--- config.mk ---
export PLATFORM = sky130hd
export DESIGN_NAME = mat_pow_ctrl
export DESIGN_NICKNAME = d
export VERILOG_FILES = /design/src/rtl/mat_pow_ctrl.sv
export SDC_FILE = /design/constraint.sdc
export NUM_CORES = 1
export LEC_CHECK = 0
export CORE_UTILIZATION = 42
export CTS_CLUSTER_SIZE = 14
export DETAILED_ROUTE_END_ITERATION = 8
export HOLD_SLACK_MARGIN = 0.06
export PLACE_DENSITY = 0.8
export REMOVE_ABC_BUFFERS = 1
export SKIP_CTS_REPAIR_TIMING = 1
export SLEW_MARGIN = 20
export SYNTH_ARGS = -nofsm -noshare
export SYNTH_HDL_FRONTEND = slang
export SYNTH_SLANG_ARGS = --single-unit
--- constraint.sdc ---
create_clock -name clk -period 2.87 [get_ports clk]
set_clock_uncertainty 0.1 [all_clocks]
set_input_delay 0.861 -clock clk [delete_from_list [all_inputs] [get_ports clk]]
set_output_delay 0.861 -clock clk [all_outputs]
set_load 0.01 [all_outputs]
--- src/rtl/mat_pow_ctrl.sv ---
// Square-and-multiply sequencer for M^E on a packed 2x2 8-bit matrix,
// driving one external combinational matrix multiplier, one product per clock.
module mat_pow_ctrl #(
    parameter int EXP_W = 8
) (
    input  logic             clk,
    input  logic             rst_n,
    input  logic             in_valid,
    output logic             in_ready,
    input  logic [31:0]      in_mat,
    input  logic [EXP_W-1:0] in_exp,
    output logic             out_valid,
    input  logic             out_ready,
    output logic [31:0]      out_mat,
    output logic             busy,
    output logic [31:0]      mult_a,
    output logic [31:0]      mult_b,
    input  logic [31:0]      mult_res
);

    localparam logic [31:0] IDENT = 32'h0100_0001;

    typedef enum logic [1:0] {
        IDLE = 2'd0,
        STEP = 2'd1,
        DONE = 2'd2
    } state_t;

    state_t           state, state_nx;
    logic [31:0]      acc, acc_nx;
    logic [31:0]      base, base_nx;
    logic [EXP_W-1:0] e, e_nx;
    logic             mflag, mflag_nx;
    logic             sq;

    always_ff @(posedge clk) begin
        if (!rst_n) begin
            state <= IDLE;
            acc   <= IDENT;
            base  <= '0;
            e     <= '0;
            mflag <= 1'b0;
        end else begin
            state <= state_nx;
            acc   <= acc_nx;
            base  <= base_nx;
            e     <= e_nx;
            mflag <= mflag_nx;
        end
    end

    always_comb begin
        state_nx  = state;
        acc_nx    = acc;
        base_nx   = base;
        e_nx      = e;
        mflag_nx  = mflag;
        in_ready  = 1'b0;
        out_valid = 1'b0;
        busy      = 1'b0;
        sq        = 1'b0;
        case (state)
            IDLE: begin
                in_ready = 1'b1;
                if (in_valid) begin
                    acc_nx   = IDENT;
                    base_nx  = in_mat;
                    e_nx     = in_exp;
                    mflag_nx = 1'b0;
                    state_nx = (in_exp == '0) ? DONE : STEP;
                end
            end
            STEP: begin
                busy = 1'b1;
                if (e[0] && !mflag) begin
                    acc_nx = mult_res;
                    // Last set bit consumed: the trailing square would be wasted work.
                    if ((e >> 1) == '0) begin
                        state_nx = DONE;
                    end else begin
                        mflag_nx = 1'b1;
                    end
                end else begin
                    sq       = 1'b1;
                    base_nx  = mult_res;
                    e_nx     = e >> 1;
                    mflag_nx = 1'b0;
                end
            end
            DONE: begin
                busy      = 1'b1;
                out_valid = 1'b1;
                if (out_ready) begin
                    state_nx = IDLE;
                end
            end
            default: begin
                state_nx = IDLE;
            end
        endcase
    end

    // acc*base except on square cycles; in reset this reads I and 0.
    assign mult_a  = sq ? base : acc;
    assign mult_b  = base;
    assign out_mat = acc;

endmodule

# ---- After elaboration in Yosys (flattened, before gate mapping)
# Index checks and enable logic that the tools add are counted.
dict set report word_totals {
  regBits 75
  inputBits 76
  word_cells 49
}
dict set report classes {
  n_eq_ne 8
  muxes 25
  n_reduce_logical 11
}
# operator count
set ops {}
lappend ops {{2-to-1 mux 32 bit} 5}
lappend ops {{one-hot mux 32 bit (2 select lines)} 2}
lappend ops {{zero test 8 bit} 2}
lappend ops {{2-to-1 mux 8 bit} 2}
lappend ops {{one-hot mux 8 bit (2 select lines)} 1}
lappend ops {{2-to-1 mux 2 bit} 5}
lappend ops {{!= test 2 bit, second input constant} 5}
lappend ops {{AND reduction 3 bit} 3}
lappend ops {{2-to-1 mux 1 bit} 8}
lappend ops {{one-hot mux 2 bit (3 select lines)} 1}
lappend ops {{AND reduction 4 bit} 1}
lappend ops {{!= test 3 bit, second input constant} 1}
lappend ops {{equality test 2 x 1 -> 1 bit, second input constant} 1}
lappend ops {{equality test 2 bit, second input constant} 1}
lappend ops {{zero test 2 bit} 1}
lappend ops {{one-hot mux 1 bit (2 select lines)} 1}
lappend ops {{nonzero test 2 bit} 1}
lappend ops {{OR reduction 2 bit} 1}
lappend ops {{logical AND 1 bit} 1}
lappend ops {{zero test 1 bit} 1}

# ---- Depth between registers and ports, before layout
dict set report logic_depth {
  depth_word 5
  depth_mapped 8
}

# ---- Worst setup path after synthesis
# Ideal clock, no wire load.
dict set report synth_timing {
  path_kind {register -> output}
  startpoint {register state[1]}
  endpoint {output port mult_a[10]}
  arrival_time_ns 1.479
  setup_slack_ns 0.430
  stages_incl_launch_ff 7
  path_cell_list {dfxtp_1 inv_1 ha_1 buf_2 nand2_1 buf_2 mux2_2}
}
dict set report synth_via {
  elab_chain_cells 3
}
# element line_no
set synth_lines {}
lappend synth_lines {{from (decl)} 29} ;# state_t state, state_nx;
lappend synth_lines {{from (signal assigned)} 44} ;# state <= state_nx;
lappend synth_lines {{equality test 2 x 1 -> 1 bit} 62} ;# case (state)
lappend synth_lines {{2-to-1 mux 1 bit} 62}
lappend synth_lines {{2-to-1 mux 32 bit} 104} ;# assign mult_a = sq ? base : acc;
lappend synth_lines {{to (decl)} 16} ;# output logic [31:0] mult_a,
# No other way between the ends.

# ---- Worst setup path in the final report
dict set report layout_timing {
  startpoint {register state[1]}
  endpoint {output port mult_a[21]}
}
# The elaborated chain is that of the path after synthesis.

==> metrics.yaml <==
layout:
  final_cells: 670
  multi_input_area_mm2: 0.00211
  fin_nets: 637
  diodes: 0
  register_area_mm2: 0.00150
  area_growth_pct: 58.5
  drive_gt1_frac: 0.171
  fill_cells: 693
yosys:
  synth_top_area_share: 0.397
  synthSimpleGateAreaFrac: 0.173
  synth_fa_ha_area_frac: 0.00991
  ys_ff_latch: 75
  yosysUniqueCellTypes: 29
  ys_warn_count: 0
  muxShareOfSynthArea: 0.207
  synth_area_per_cell_um2: 9.89
  synth_edf_count: 0
  synth_most_common_cell: "dfxtp_1"
  syn_area_mm2: 0.00379
  synth_top_flop_cell: "dfxtp_1"
  synth_area_leaders: "dfxtp_1, mux2i_1, o211a_1"
  async_flop_share: 0
  synth_xor_area_frac: 0
  seq_area_frac_synth: 0.397
  synth_area_leader_cell: "dfxtp_1"
  synth_compound_area_frac: 0.166
  synthTopCellsByCount: "dfxtp_1, nand2_1, mux2i_1, o211a_1, mux2_2"
  synth_top_family_by_area: "multiplexers"
  netlist_instances: 383
grt:
  first_global_vias: 3520
  grt_overflow: 0
  grt_pass1_wl_um: 17000
  grt_use_total: 0.220
  antenna_found_initial: 0
  grt_start_max_net_pins: 52
floorplan:
  core_area_mm2: 0.00872
  num_rows: 34
  start_util: 0.434
  die_area_mm2: 0.00940
  num_io_pins: 175
  die_y_um: 96.9
  die_x_um: 96.9
cts:
  root_buffer: "clkbuf_8"
  clk_pin_slew_worst_paths_ps: 80
  cts_made_buffers: 9
  cts_tree: "built"
  clockBufferDepth: 2
  cts_htree_levels: 3
  cts_sinks: 75
  clock_latency_ps: 340
sta:
  finalCritPeriodShare: 0.981
  fmax_mhz: 355
  setup_ws_ps: 54.1
  rsz0062_at_grt: "yes"
  setup_viol: 0
  slew_headroom: 0.611
  tightest_slew_ps: 583
  hold_viol: 0
  drv_slew: 0
  finalCriticalPeriod_ps: 2820
  finalSetupTns_ps: 0
pwr:
  p_leak_uw: 0.00314
  power_uw: 5470
  ir_drop_uv: 448
  p_per_area_mw_per_mm2: 912
placement:
  dp.cells: 644
  place_congestion: 0.810
  pre_cts_ws_ps: 126
  portBuffers: 174
  place_hpwl_um: 7250
routing:
  dr.pass1.iters: 4
  ant_nets: 0
  drt-initial-drc-count: 85
  via_per_inst: 5.15
  wl_um: 10500
  drc: 0
  dr_total_vias: 3450
  post_drt_wl_per_cell_um: 15.6
setup_path:
  crit_start: "state[1]$_SDFFE_PN0P_"
  startpoint_type: "flip-flop"
  crit_type: "flip-flop to primary output"
  crit_end: "mult_a[21]"
  reg2reg_from: "state[1]$_SDFFE_PN0P_"
  reg2reg_to: "out_mat[23]$_SDFFE_PN0P_"
  critical_path_arrival_ps: 1850
  required_ps: 1910
  reg2reg_depth: 8
  cp_max_fo: 15
  end_kind: "primary output"
  reg2reg_slack_ps: 460
status:
  status: "complete, no violations"
min_path:
  worstHoldPathType: "flip-flop to flip-flop"
run:
  cap_violations: 0
cell families after synthesis:
group                      after synthesis
DFF                                     75
adders and majority gates                3
muxes                                   73
AOI/OAI and AO/OA                       79
and+or+nand+nor                        118
buffers and inverters                   35
registers in the layout (all words and copies together), names as in the netlist:
register and flops:
mult_b 32, out_mat 32, e 8, state 2, mflag 1
cell usage in the layout (no fill, tap or decap), types with 2 or more instances in the layout:
cell	netlist	routed
o21ai_0	2	2
nand2_1	42	41
and2_2	20	20
clkbuf_2	0	2
buf_4	0	15
nor4_1	5	5
and2_1	10	10
clkbuf_8	0	10
mux2_2	32	32
a21oi_4	2	2
nand3_1	3	3
o211a_1	40	40
bufinv_16	0	2
clkdlybuf4s50_1	0	141
dlymetal6s2s_1	0	30
dfxtp_1	75	74
nor2b_1	31	31
nor2_1	2	2
buf_12	0	5
clkinv_2	0	2
mux2i_1	40	40
inv_1	5	5
a21oi_1	31	31
ha_1	3	2
nand2b_1	2	2
area by class of cell:
cell class              count  share of cell area
clock buffers              10              0.0229
flip-flops and latches     75               0.250
multi-input cells         273               0.352
inverters                   5             0.00313
well taps                 108              0.0225
repair buffers            194               0.336
clock inverters             5              0.0129
worst min-delay path by stage:
stage	to	startpoint	slack [ps]	depth (start not counted)
after CTS	e[7]$_SDFFE_PN0P_	e[7]$_SDFFE_PN0P_	410	2
after detailed placement	e[7]$_SDFFE_PN0P_	e[7]$_SDFFE_PN0P_	390	2
after global placement	state[0]$_SDFFE_PN0P_	state[0]$_SDFFE_PN0P_	370	2
after floorplan	state[0]$_SDFFE_PN0P_	state[0]$_SDFFE_PN0P_	350	2
after global routing	state[0]$_SDFFE_PN0P_	state[0]$_SDFFE_PN0P_	430	2
final	state[0]$_SDFFE_PN0P_	state[0]$_SDFFE_PN0P_	400	2
per-stage QoR:
step | cell area, um^2 | utilization | hold slack [ps]
after floorplan | 3620 | - | 352
after global placement | 5630 | 0.645 | 369
after detailed placement | 5630 | 0.645 | 394
after CTS | 5840 | 0.670 | 406
after global routing | 6000 | 0.688 | 428
final | 6000 | 0.688 | 401
worst max-delay path, stage by stage, from the launching register on:
cell and delay, ps:
dfxtp_2 340, inv_1 60, ha_2 190, nand2_4 90
buf_12 160, buf_4 120, buf_4 100, mux2_2 320
clkbuf_2 130
where the power goes:
group          total [uW]  switching, uW  leakage (uW)  internal (uW)
logic                2970           1350       0.00241           1620
clock network         880            374      0.000108            506
registers            1630            258      0.000616           1370
total                5470           1980       0.00314           3500
layer usage:
layer  wire length [um]  track usage  share of wire  vias to the layer above
li1                   -            -              -                     1695
met1               4620        0.260           0.44                     1615
met2               5070        0.387           0.48                      126
met3                654       0.0549          0.062                       14
met4                134       0.0769          0.013                        0
met5                  0            0              0                        -
(Power assumes the default switching activity.)
